`config.mk`:
```
export PLATFORM = sky130hd
export DESIGN_NAME = gshare_predictor_flat
export DESIGN_NICKNAME = d
export VERILOG_FILES = /design/src/rtl/gshare_predictor_if.sv /design/src/rtl/gshare_predictor.sv /design/src/flat_wrapper.sv
export SDC_FILE = /design/constraint.sdc
export NUM_CORES = 1
export LEC_CHECK = 0
export CAP_MARGIN = 20
export CORE_MARGIN = 8
export CORE_UTILIZATION = 45
export CTS_CLUSTER_DIAMETER = 150
export DETAILED_ROUTE_END_ITERATION = 10
export DONT_BUFFER_PORTS = 1
export PLACE_DENSITY = 0.67
export SYNTH_ARGS = -nofsm -noshare
export SYNTH_HDL_FRONTEND = slang
export SYNTH_SLANG_ARGS = --single-unit
export TNS_END_PERCENT = 50
```
`constraint.sdc`:
```
create_clock -name clk -period 6.8 [get_ports clk]
set_clock_uncertainty 0.2 [all_clocks]
set_input_delay 1.02 -clock clk [delete_from_list [all_inputs] [get_ports clk]]
set_output_delay 1.02 -clock clk [all_outputs]
set_load 0.01 [all_outputs]
```
`src/rtl/gshare_predictor_if.sv`:
```
// gshare_predictor_if
// Bundles the fetch-side prediction handshake and the EX-side training
// signals of the gshare branch predictor.
//   rdy               global ready, low freezes predictor state
//   if_valid/if_pc/inst            fetched instruction from IF
//   pred_jump_or_not/pred_pc/pred_hist   prediction back to IF
//   ex_valid/ex_btype/ex_taken/ex_pc/ex_hist   resolved branch from EX
//   failed            mispredict flush from EX
// Modports: master drives the pipeline side, slave is the predictor.
interface gshare_predictor_if #(
    parameter int ADDR_W = 32,
    parameter int HIST_W = 3
);
    logic              rdy;
    logic              if_valid;
    logic [ADDR_W-1:0] if_pc;
    logic [31:0]       inst;
    logic              pred_jump_or_not;
    logic [ADDR_W-1:0] pred_pc;
    logic [HIST_W-1:0] pred_hist;
    logic              ex_valid;
    logic              ex_btype;
    logic              ex_taken;
    logic [ADDR_W-1:0] ex_pc;
    logic [HIST_W-1:0] ex_hist;
    logic              failed;

    modport master (
        output rdy, if_valid, if_pc, inst,
        output ex_valid, ex_btype, ex_taken, ex_pc, ex_hist, failed,
        input  pred_jump_or_not, pred_pc, pred_hist
    );

    modport slave (
        input  rdy, if_valid, if_pc, inst,
        input  ex_valid, ex_btype, ex_taken, ex_pc, ex_hist, failed,
        output pred_jump_or_not, pred_pc, pred_hist
    );
endinterface

```
`src/rtl/gshare_predictor.sv`:
```
// gshare_predictor
// Global-history branch predictor for the fetch stage. A table of 2-bit
// saturating counters is indexed by PC bits combined with global history.
// jal and b-type targets are predicted combinationally; training comes from
// b-types resolved in EX. A speculative history is advanced at fetch and is
// rebuilt from the committed history on a mispredict flush.
// Ports:
//   clk  clock
//   rst  synchronous reset, active low
//   bus  gshare_predictor_if.slave (fetch request/prediction, EX training)
// Build option:
//   GSHARE_XOR_EN  index = pc[IDX_W+1:2] ^ zero-extended history
//                  (default: history concatenated above the PC bits)
module gshare_predictor #(
    parameter int          ADDR_W   = 32,
    parameter int          HIST_W   = 3,
    parameter int          IDX_W    = 7,
    parameter logic [1:0]  CTR_INIT = 2'b10
) (
    input  logic               clk,
    input  logic               rst,
    gshare_predictor_if.slave  bus
);

    localparam int PHT_N = 2 ** IDX_W;

    logic [1:0]        r_pht [PHT_N];
    logic [HIST_W-1:0] r_specHist;
    logic [HIST_W-1:0] r_comHist;

    logic              w_isJal;
    logic              w_isBr;
    logic [ADDR_W-1:0] w_immJ;
    logic [ADDR_W-1:0] w_immB;
    logic [IDX_W-1:0]  w_idxRd;
    logic [IDX_W-1:0]  w_idxWr;
    logic              w_brTaken;
    logic [1:0]        w_ctrWr;
    logic [1:0]        w_ctrNext;
    logic              w_exTrain;
    logic [HIST_W-1:0] w_comHistNext;
    logic              w_unusedExPc;

    // Only the PC bits that feed the index matter on the training side.
    assign w_unusedExPc = ^{bus.ex_pc[ADDR_W-1:IDX_W+2], bus.ex_pc[1:0]};

    function automatic logic [IDX_W-1:0] phtIdx(
        input logic [IDX_W-1:0]  pcBits,
        input logic [HIST_W-1:0] hist
    );
        logic [IDX_W-1:0] histExt;
        histExt = IDX_W'(hist);
`ifdef GSHARE_XOR_EN
        return pcBits ^ histExt;
`else
        // History occupies the top HIST_W bits; when HIST_W == IDX_W the
        // mask is zero and the index is the history alone.
        begin
            logic [IDX_W-1:0] lowMask;
            lowMask = (IDX_W'(1) << (IDX_W - HIST_W)) - IDX_W'(1);
            return (histExt << (IDX_W - HIST_W)) | (pcBits & lowMask);
        end
`endif
    endfunction

    assign w_isJal = (bus.inst[6:0] == 7'b1101111);
    assign w_isBr  = (bus.inst[6:0] == 7'b1100011);

    assign w_immJ = {{(ADDR_W-20){bus.inst[31]}}, bus.inst[19:12], bus.inst[20],
                     bus.inst[30:21], 1'b0};
    assign w_immB = {{(ADDR_W-12){bus.inst[31]}}, bus.inst[7], bus.inst[30:25],
                     bus.inst[11:8], 1'b0};

    assign w_idxRd   = phtIdx(bus.if_pc[IDX_W+1:2], r_specHist);
    assign w_brTaken = r_pht[w_idxRd][1];
    assign w_idxWr   = phtIdx(bus.ex_pc[IDX_W+1:2], bus.ex_hist);
    assign w_ctrWr   = r_pht[w_idxWr];
    assign w_exTrain = bus.ex_valid & bus.ex_btype;

    // Truncating the concatenation keeps the newest HIST_W outcomes, which
    // also covers HIST_W == 1.
    assign w_comHistNext = w_exTrain ? HIST_W'({r_comHist, bus.ex_taken}) : r_comHist;

    always_comb begin
        w_ctrNext = w_ctrWr;
        if (bus.ex_taken && w_ctrWr != 2'b11) begin
            w_ctrNext = w_ctrWr + 2'b01;
        end else if (!bus.ex_taken && w_ctrWr != 2'b00) begin
            w_ctrNext = w_ctrWr - 2'b01;
        end
    end

    // Prediction is suppressed during reset and on the flush cycle so IF
    // never redirects on a stale path.
    always_comb begin
        bus.pred_jump_or_not = 1'b0;
        bus.pred_pc          = '0;
        if (rst && !bus.failed) begin
            if (w_isJal) begin
                bus.pred_jump_or_not = 1'b1;
                bus.pred_pc          = bus.if_pc + w_immJ;
            end else if (w_isBr) begin
                bus.pred_jump_or_not = w_brTaken;
                bus.pred_pc          = w_brTaken ? (bus.if_pc + w_immB)
                                                 : (bus.if_pc + ADDR_W'(4));
            end else begin
                bus.pred_pc = bus.if_pc + ADDR_W'(4);
            end
        end
    end

    assign bus.pred_hist = r_specHist;

    // On a flush the speculative history restarts from the committed history
    // including the outcome resolved in the same cycle.
    always_ff @(posedge clk) begin
        if (!rst) begin
            r_specHist <= '0;
            r_comHist  <= '0;
            for (int i = 0; i < PHT_N; i++) begin
                r_pht[i] <= CTR_INIT;
            end
        end else if (bus.rdy) begin
            r_comHist <= w_comHistNext;
            if (bus.failed) begin
                r_specHist <= w_comHistNext;
            end else if (bus.if_valid && w_isBr) begin
                r_specHist <= HIST_W'({r_specHist, w_brTaken});
            end
            if (w_exTrain) begin
                r_pht[w_idxWr] <= w_ctrNext;
            end
        end
    end

endmodule

```
`src/flat_wrapper.sv`:
```
// flat-port wrapper written by rule: the top's interface ports become plain ports
module gshare_predictor_flat 
#(
    parameter int          ADDR_W   = 32,
    parameter int          HIST_W   = 3,
    parameter int          IDX_W    = 7,
    parameter logic [1:0]  CTR_INIT = 2'b10
)
  (clk, rst, bus_rdy, bus_if_valid, bus_if_pc, bus_inst, bus_ex_valid, bus_ex_btype, bus_ex_taken, bus_ex_pc, bus_ex_hist, bus_failed, bus_pred_jump_or_not, bus_pred_pc, bus_pred_hist);
  gshare_predictor_if #(.ADDR_W(ADDR_W), .HIST_W(HIST_W)) bus_i ();
  input  logic clk;
  input  logic rst;
  input wire logic [$bits(bus_i.rdy)-1:0] bus_rdy;
  input wire logic [$bits(bus_i.if_valid)-1:0] bus_if_valid;
  input wire logic [$bits(bus_i.if_pc)-1:0] bus_if_pc;
  input wire logic [$bits(bus_i.inst)-1:0] bus_inst;
  input wire logic [$bits(bus_i.ex_valid)-1:0] bus_ex_valid;
  input wire logic [$bits(bus_i.ex_btype)-1:0] bus_ex_btype;
  input wire logic [$bits(bus_i.ex_taken)-1:0] bus_ex_taken;
  input wire logic [$bits(bus_i.ex_pc)-1:0] bus_ex_pc;
  input wire logic [$bits(bus_i.ex_hist)-1:0] bus_ex_hist;
  input wire logic [$bits(bus_i.failed)-1:0] bus_failed;
  output wire logic [$bits(bus_i.pred_jump_or_not)-1:0] bus_pred_jump_or_not;
  output wire logic [$bits(bus_i.pred_pc)-1:0] bus_pred_pc;
  output wire logic [$bits(bus_i.pred_hist)-1:0] bus_pred_hist;
  assign bus_i.rdy = bus_rdy;
  assign bus_i.if_valid = bus_if_valid;
  assign bus_i.if_pc = bus_if_pc;
  assign bus_i.inst = bus_inst;
  assign bus_i.ex_valid = bus_ex_valid;
  assign bus_i.ex_btype = bus_ex_btype;
  assign bus_i.ex_taken = bus_ex_taken;
  assign bus_i.ex_pc = bus_ex_pc;
  assign bus_i.ex_hist = bus_ex_hist;
  assign bus_i.failed = bus_failed;
  assign bus_pred_jump_or_not = bus_i.pred_jump_or_not;
  assign bus_pred_pc = bus_i.pred_pc;
  assign bus_pred_hist = bus_i.pred_hist;
  gshare_predictor #(.ADDR_W(ADDR_W), .HIST_W(HIST_W), .IDX_W(IDX_W), .CTR_INIT(CTR_INIT)) u_core (.clk(clk), .rst(rst), .bus(bus_i));
endmodule
```
== Word-level counts from Yosys, hierarchy flattened ==
Memories as Yosys holds them, arrays and structs flattened.
Index checks and enable logic that the tools add are counted.
Storage, ports and cells
  memories kept: 1
  word-level logic and storage cells: 44
  memory bits (writable): 256
  output and inout bits: 36
  flip-flop bits (word level): 6
Memories
  u_core.r_pht: words 128, bits a word 2, rd ports 2, clocked after memory_dff 0, wr ports 128, RTL line gshare_predictor.sv:27  | logic [1:0] r_pht [PHT_N];
Operators by class
  mux-type cells: 20
  add/sub/neg operators: 5
  bitwise operators: 3
  equal/unequal tests: 3
  reduce and logical (&&, ||, !) cells: 10
Operator list (number)
  two-way mux 32 bit: 4
  adder 32 bit: 2
  adder 32 x 3 -> 32 bit (second input constant): 1
  equality test 7 bit (second input constant): 2
  OR 7 x 4 -> 7 bit: 2
  two-way mux 1 bit: 9
  two-way mux 3 bit: 3
  two-way mux 7 bit: 1
  two-way mux 2 bit: 3
  logical AND 1 bit: 4
  nonzero test 2 bit: 2
  adder 2 x 1 -> 2 bit (second input constant): 1
  logical NOT 1 bit: 2
  inequality test 2 bit (second input constant): 1
  AND reduction 2 bit: 1
  OR reduction 2 bit: 1
  subtractor 2 x 1 -> 2 bit (second input constant): 1
  bitwise AND 1 bit: 1

== Longest topological paths before layout ==
  depth after elaboration: 7
  gate-level depth with buffers: 19

== Worst setup path after synthesis ==
OpenSTA, ideal clock, no wires.
  path kind: input -> output
  start point: input port bus_inst[8]
  end point: output port bus_pred_pc[31]
  stages: 10
  setup slack: 2.007 ns
  arrival time: 3.573 ns
  cells stage by stage: ha_1 fa_1 a21o_1 a21oi_1 o2bb2ai_1 o21ai_0 a2111oi_0 or4b_2 a31oi_1 o31a_1
On the way
  word-level cells in the longest chain between the ends: 5
RTL lines
  start, declared: RTL line flat_wrapper.sv:16  | input wire logic [$bits(bus_i.inst)-1:0] bus_inst;
  adder 32 bit: RTL line gshare_predictor.sv:104  | bus.pred_pc = w_brTaken ? (bus.if_pc + w_immB)
  two-way mux 32 bit: RTL line gshare_predictor.sv:104
  two-way mux 32 bit: RTL line gshare_predictor.sv:102  | end else if (w_isBr) begin
  two-way mux 32 bit: RTL line gshare_predictor.sv:99  | if (w_isJal) begin
  two-way mux 32 bit: RTL line gshare_predictor.sv:98  | if (rst && !bus.failed) begin
  end, declared: RTL line flat_wrapper.sv:24  | output wire logic [$bits(bus_i.pred_pc)-1:0] bus_pred_pc;
Every way passes these cells.

== Worst setup path after layout ==
  start point: input port bus_if_pc[5]
  end point: output port bus_pred_pc[29]
On the way
  word-level cells in the longest chain between the ends: 6
  elaborated cells between the ends (all ways): 9
RTL lines
  start, declared: RTL line flat_wrapper.sv:15  | input wire logic [$bits(bus_i.if_pc)-1:0] bus_if_pc;
  OR 7 x 4 -> 7 bit: RTL line gshare_predictor.sv:61  | return (histExt << (IDX_W - HIST_W)) | (pcBits & lowMask);
  memory read (128 x 2 bit)
  two-way mux 32 bit: RTL line gshare_predictor.sv:104
  two-way mux 32 bit: RTL line gshare_predictor.sv:102
  two-way mux 32 bit *: RTL line gshare_predictor.sv:99
  two-way mux 32 bit *: RTL line gshare_predictor.sv:98
Mark *: on every way between the ends. The rest lies on a longest branch, timed or not.

==> results.cfg <==
[cts]
clk_pin_slew_worst_paths_ns = 0.06
cts_tree = built
cts_sinks = 262
cts_made_buffers = 27
postCtsSetupBuffers = 0
cts_max_level = 1
clkLatencyLatePin_ns = 0.56
cts_buffer_depth = 3
cts_hold_buf = 0
cts_root_buf = clkbuf_16
cts_resized = 0

[synthesis]
avgSynthCellArea_um2 = 9.62
yosysUniqueCellTypes = 73
synth_area_um2 = 18100
syn_inst = 1883
synth-edff-count = 256
yosysWarnings = 0
async_reset_ff_share_pct = 0
ys_seq_area_share_pct = 43.1
ys.flop_type = edfxtp_1
synth_seq_cells = 262
syn_nets = 2038

[timing]
slew_viol_final = 0
timing.setup.tns_ns = 0
layout_setup_ws_ns = 1.27
setup_viol_count_final = 0
finalHoldViolations = 0
rsz0062_at_grt = no
whs_ns = 0.329
slew_headroom_pct = 29.3
min_period_ns = 5.53
worst_pin_slew_ns = 1.06
fmax_mhz = 181
fin_crit_sh_pct = 81.3

[floorplan]
dieArea_um2 = 46900
die_h_um = 217
fp-row-count = 73
core_area_um2 = 39700
io_pins = 143
start_util_pct = 45.6
die_w_um = 217

[worst_setup_path]
crit_arrival_ns = 4.31
cp-end-kind = output pin
cp.required_ns = 5.58
worst-setup-path-type = input pin to output pin
start_kind = input pin
cp_max_fo = 13
reg2reg_slack_ns = 2.43
rr_worst_depth = 11
reg2reg_from = u_core.r_pht[38][0]
r2r-end = u_core.r_pht[123][1]

[power]
swShare_pct = 28.8
p_int_uw = 2890
power_density_nw_per_um2 = 214
p_total_uw = 4060
p_comb_share_pct = 19.0
p_seq_share_pct = 44.9
switchingPower_uw = 1170
vdd_ir_drop_max_mv = 0.191
power.leakage_uw = 0.00580
clkPwrFrac_pct = 36.1

[run]
maxCapViolations = 0

[routing]
drt_wl_total_um = 55800
first_pass_iters = 6
drc = 0
routedWlPerCell_um = 24.3
drtIter0Drc = 1790
num_vias = 15100
via_per_inst = 6.56
drtAntennaViolNets = 0

[global_route]
grt_pass1_wl_um = 84800
grt.overflow.total = 0
antenna_found_initial = 0
grt_pass1_vias = 14400
grt_max_degree = 138
grt_usage_pct = 22.8

[place]
pre_cts_ws_ns = 1.34
port_buffers = 0
gp_congestion = 0.907
dp.final_hpwl_um = 37100

[min_path]
hold_path_depth = 2
hold_path_end = u_core.r_comHist[2]
hold_class = register to register
min_from = u_core.r_comHist[2]

[finish]
nets = 1912
syn_to_final_growth_pct = 4.66
diodes = 0
drive_above_1_share_pct = 9.63
final_util_pct = 47.7

[run_status]
outcome = complete, no violations
metrics by stage:
stage	std cells	cell area [um^2]
after floorplan	1883	18100
after global placement	2252	18100
after detailed placement	2252	18100
after CTS	2300	18900
after global routing	2301	19000
final	2301	19000
power groups by stage:
stage                     clock network (uW)  logic, uW  registers, uW
after floorplan                            0        662           1840
after global placement                     0        747           1850
after detailed placement                   0        755           1850
after CTS                               1470        759           1820
after global routing                    1530        830           1820
final                                   1470        771           1820
placed cells by master (no fill, tap or decap), types with 24 or more instances in the layout:
cell	n
o22ai_1	24
a22oi_1	27
ha_1	46
mux2_2	34
mux2i_1	41
clkbuf_16	27
mux4_2	50
nand2_1	227
o21ai_0	184
edfxtp_1	256
a21oi_1	70
xor2_1	29
nor3_1	140
nand3_1	42
a221oi_1	26
xnor2_1	37
a21o_1	27
nor2b_1	27
nor2_1	199
buf_4	32
area by class of cell:
| cell class | instances | area, um^2 |
|---|---|---|
| inverters | 18 | 67.6 |
| flip-flops and latches | 262 | 7810 |
| clock buffers | 32 | 694 |
| well taps | 525 | 657 |
| repair buffers | 34 | 275 |
| multi-input cells | 1414 | 9310 |
| fillers | 3669 | 20800 |
| clock inverters | 16 | 148 |
state kept, by name, indices dropped and copies added (netlist names):
| name | flops |
|---|---|
| u_core.r_pht | 256 |
| u_core.bus.pred_hist | 3 |
| u_core.r_comHist | 3 |
worst max-delay path, cell delays in order:
cell	delay, ns
nor2b_1	0.81
a22oi_1	0.22
nand2_1	0.19
o21ai_0	0.24
nor3_1	0.58
o21ai_4	0.18
nor2_1	0.43
a221oi_1	0.15
o21ai_0	0.48
worst max-delay path by stage:
| stage | slack [ns] | endpoint | cells after the start | start |
|---|---|---|---|---|
| 5_1_grt | 1.05 | bus_pred_pc[23] | 10 | bus_inst[21] |
| 2_1_floorplan | 2.01 | bus_pred_pc[31] | 10 | bus_inst[8] |
| 6_report | 1.27 | bus_pred_pc[29] | 9 | bus_if_pc[5] |
| 3_3_place_gp | 1.33 | bus_pred_pc[23] | 10 | bus_inst[21] |
| 4_1_cts | 1.33 | bus_pred_pc[23] | 10 | bus_inst[21] |
| 3_5_place_dp | 1.34 | bus_pred_pc[23] | 10 | bus_inst[21] |
cell usage after synthesis (10+ instances only):
| library cell | n | area share, % |
|---|---|---|
| o31ai_1 | 10 | 0.41 |
| a211oi_1 | 12 | 0.50 |
| mux2i_1 | 41 | 2.3 |
| nor2_1 | 199 | 4.1 |
| o211ai_1 | 11 | 0.46 |
| edfxtp_1 | 256 | 42 |
| mux2_2 | 34 | 2.1 |
| nand3_1 | 42 | 1.2 |
| ha_1 | 46 | 3.2 |
| and2_1 | 12 | 0.41 |
| nand2_1 | 228 | 4.7 |
| inv_1 | 15 | 0.31 |
| xor2_1 | 30 | 1.5 |
| mux4_2 | 50 | 6.2 |
| nor3_1 | 140 | 3.9 |
| a21oi_1 | 70 | 1.9 |
| a22oi_1 | 27 | 1.1 |
| xnor2_1 | 37 | 1.8 |
| buf_4 | 27 | 1.1 |
| clkbuf_1 | 114 | 2.4 |
| o21ai_0 | 184 | 5.1 |
| a21o_1 | 27 | 1.1 |
| buf_2 | 28 | 0.77 |
| nand4_1 | 21 | 0.73 |
| buf_6 | 16 | 0.99 |
| nor2b_1 | 27 | 0.93 |
| o22ai_1 | 24 | 0.83 |
| a221oi_1 | 26 | 1.3 |
cells by family after synthesis:
group           count (synthesis)  share of synthesized area (%)
fa+ha+maj                      48                           3.40
flops                         262                           43.1
compound gates                472                           16.7
simple gates                  700                           17.1
mux                           127                           10.7
buf+inv                       207                           5.71
xor+xnor                       67                           3.24
routing by layer:
metal | GRT usage, % | share of wire, % | vias up
met1 | 30.1 | 40 | 7303
met2 | 35.6 | 45 | 860
met3 | 6.71 | 12 | 151
li1 | - | - | 6789
met5 | 0 | 0 | -
met4 | 7.44 | 3.3 | 0
Note: power is estimated with default switching activity, not from simulation.
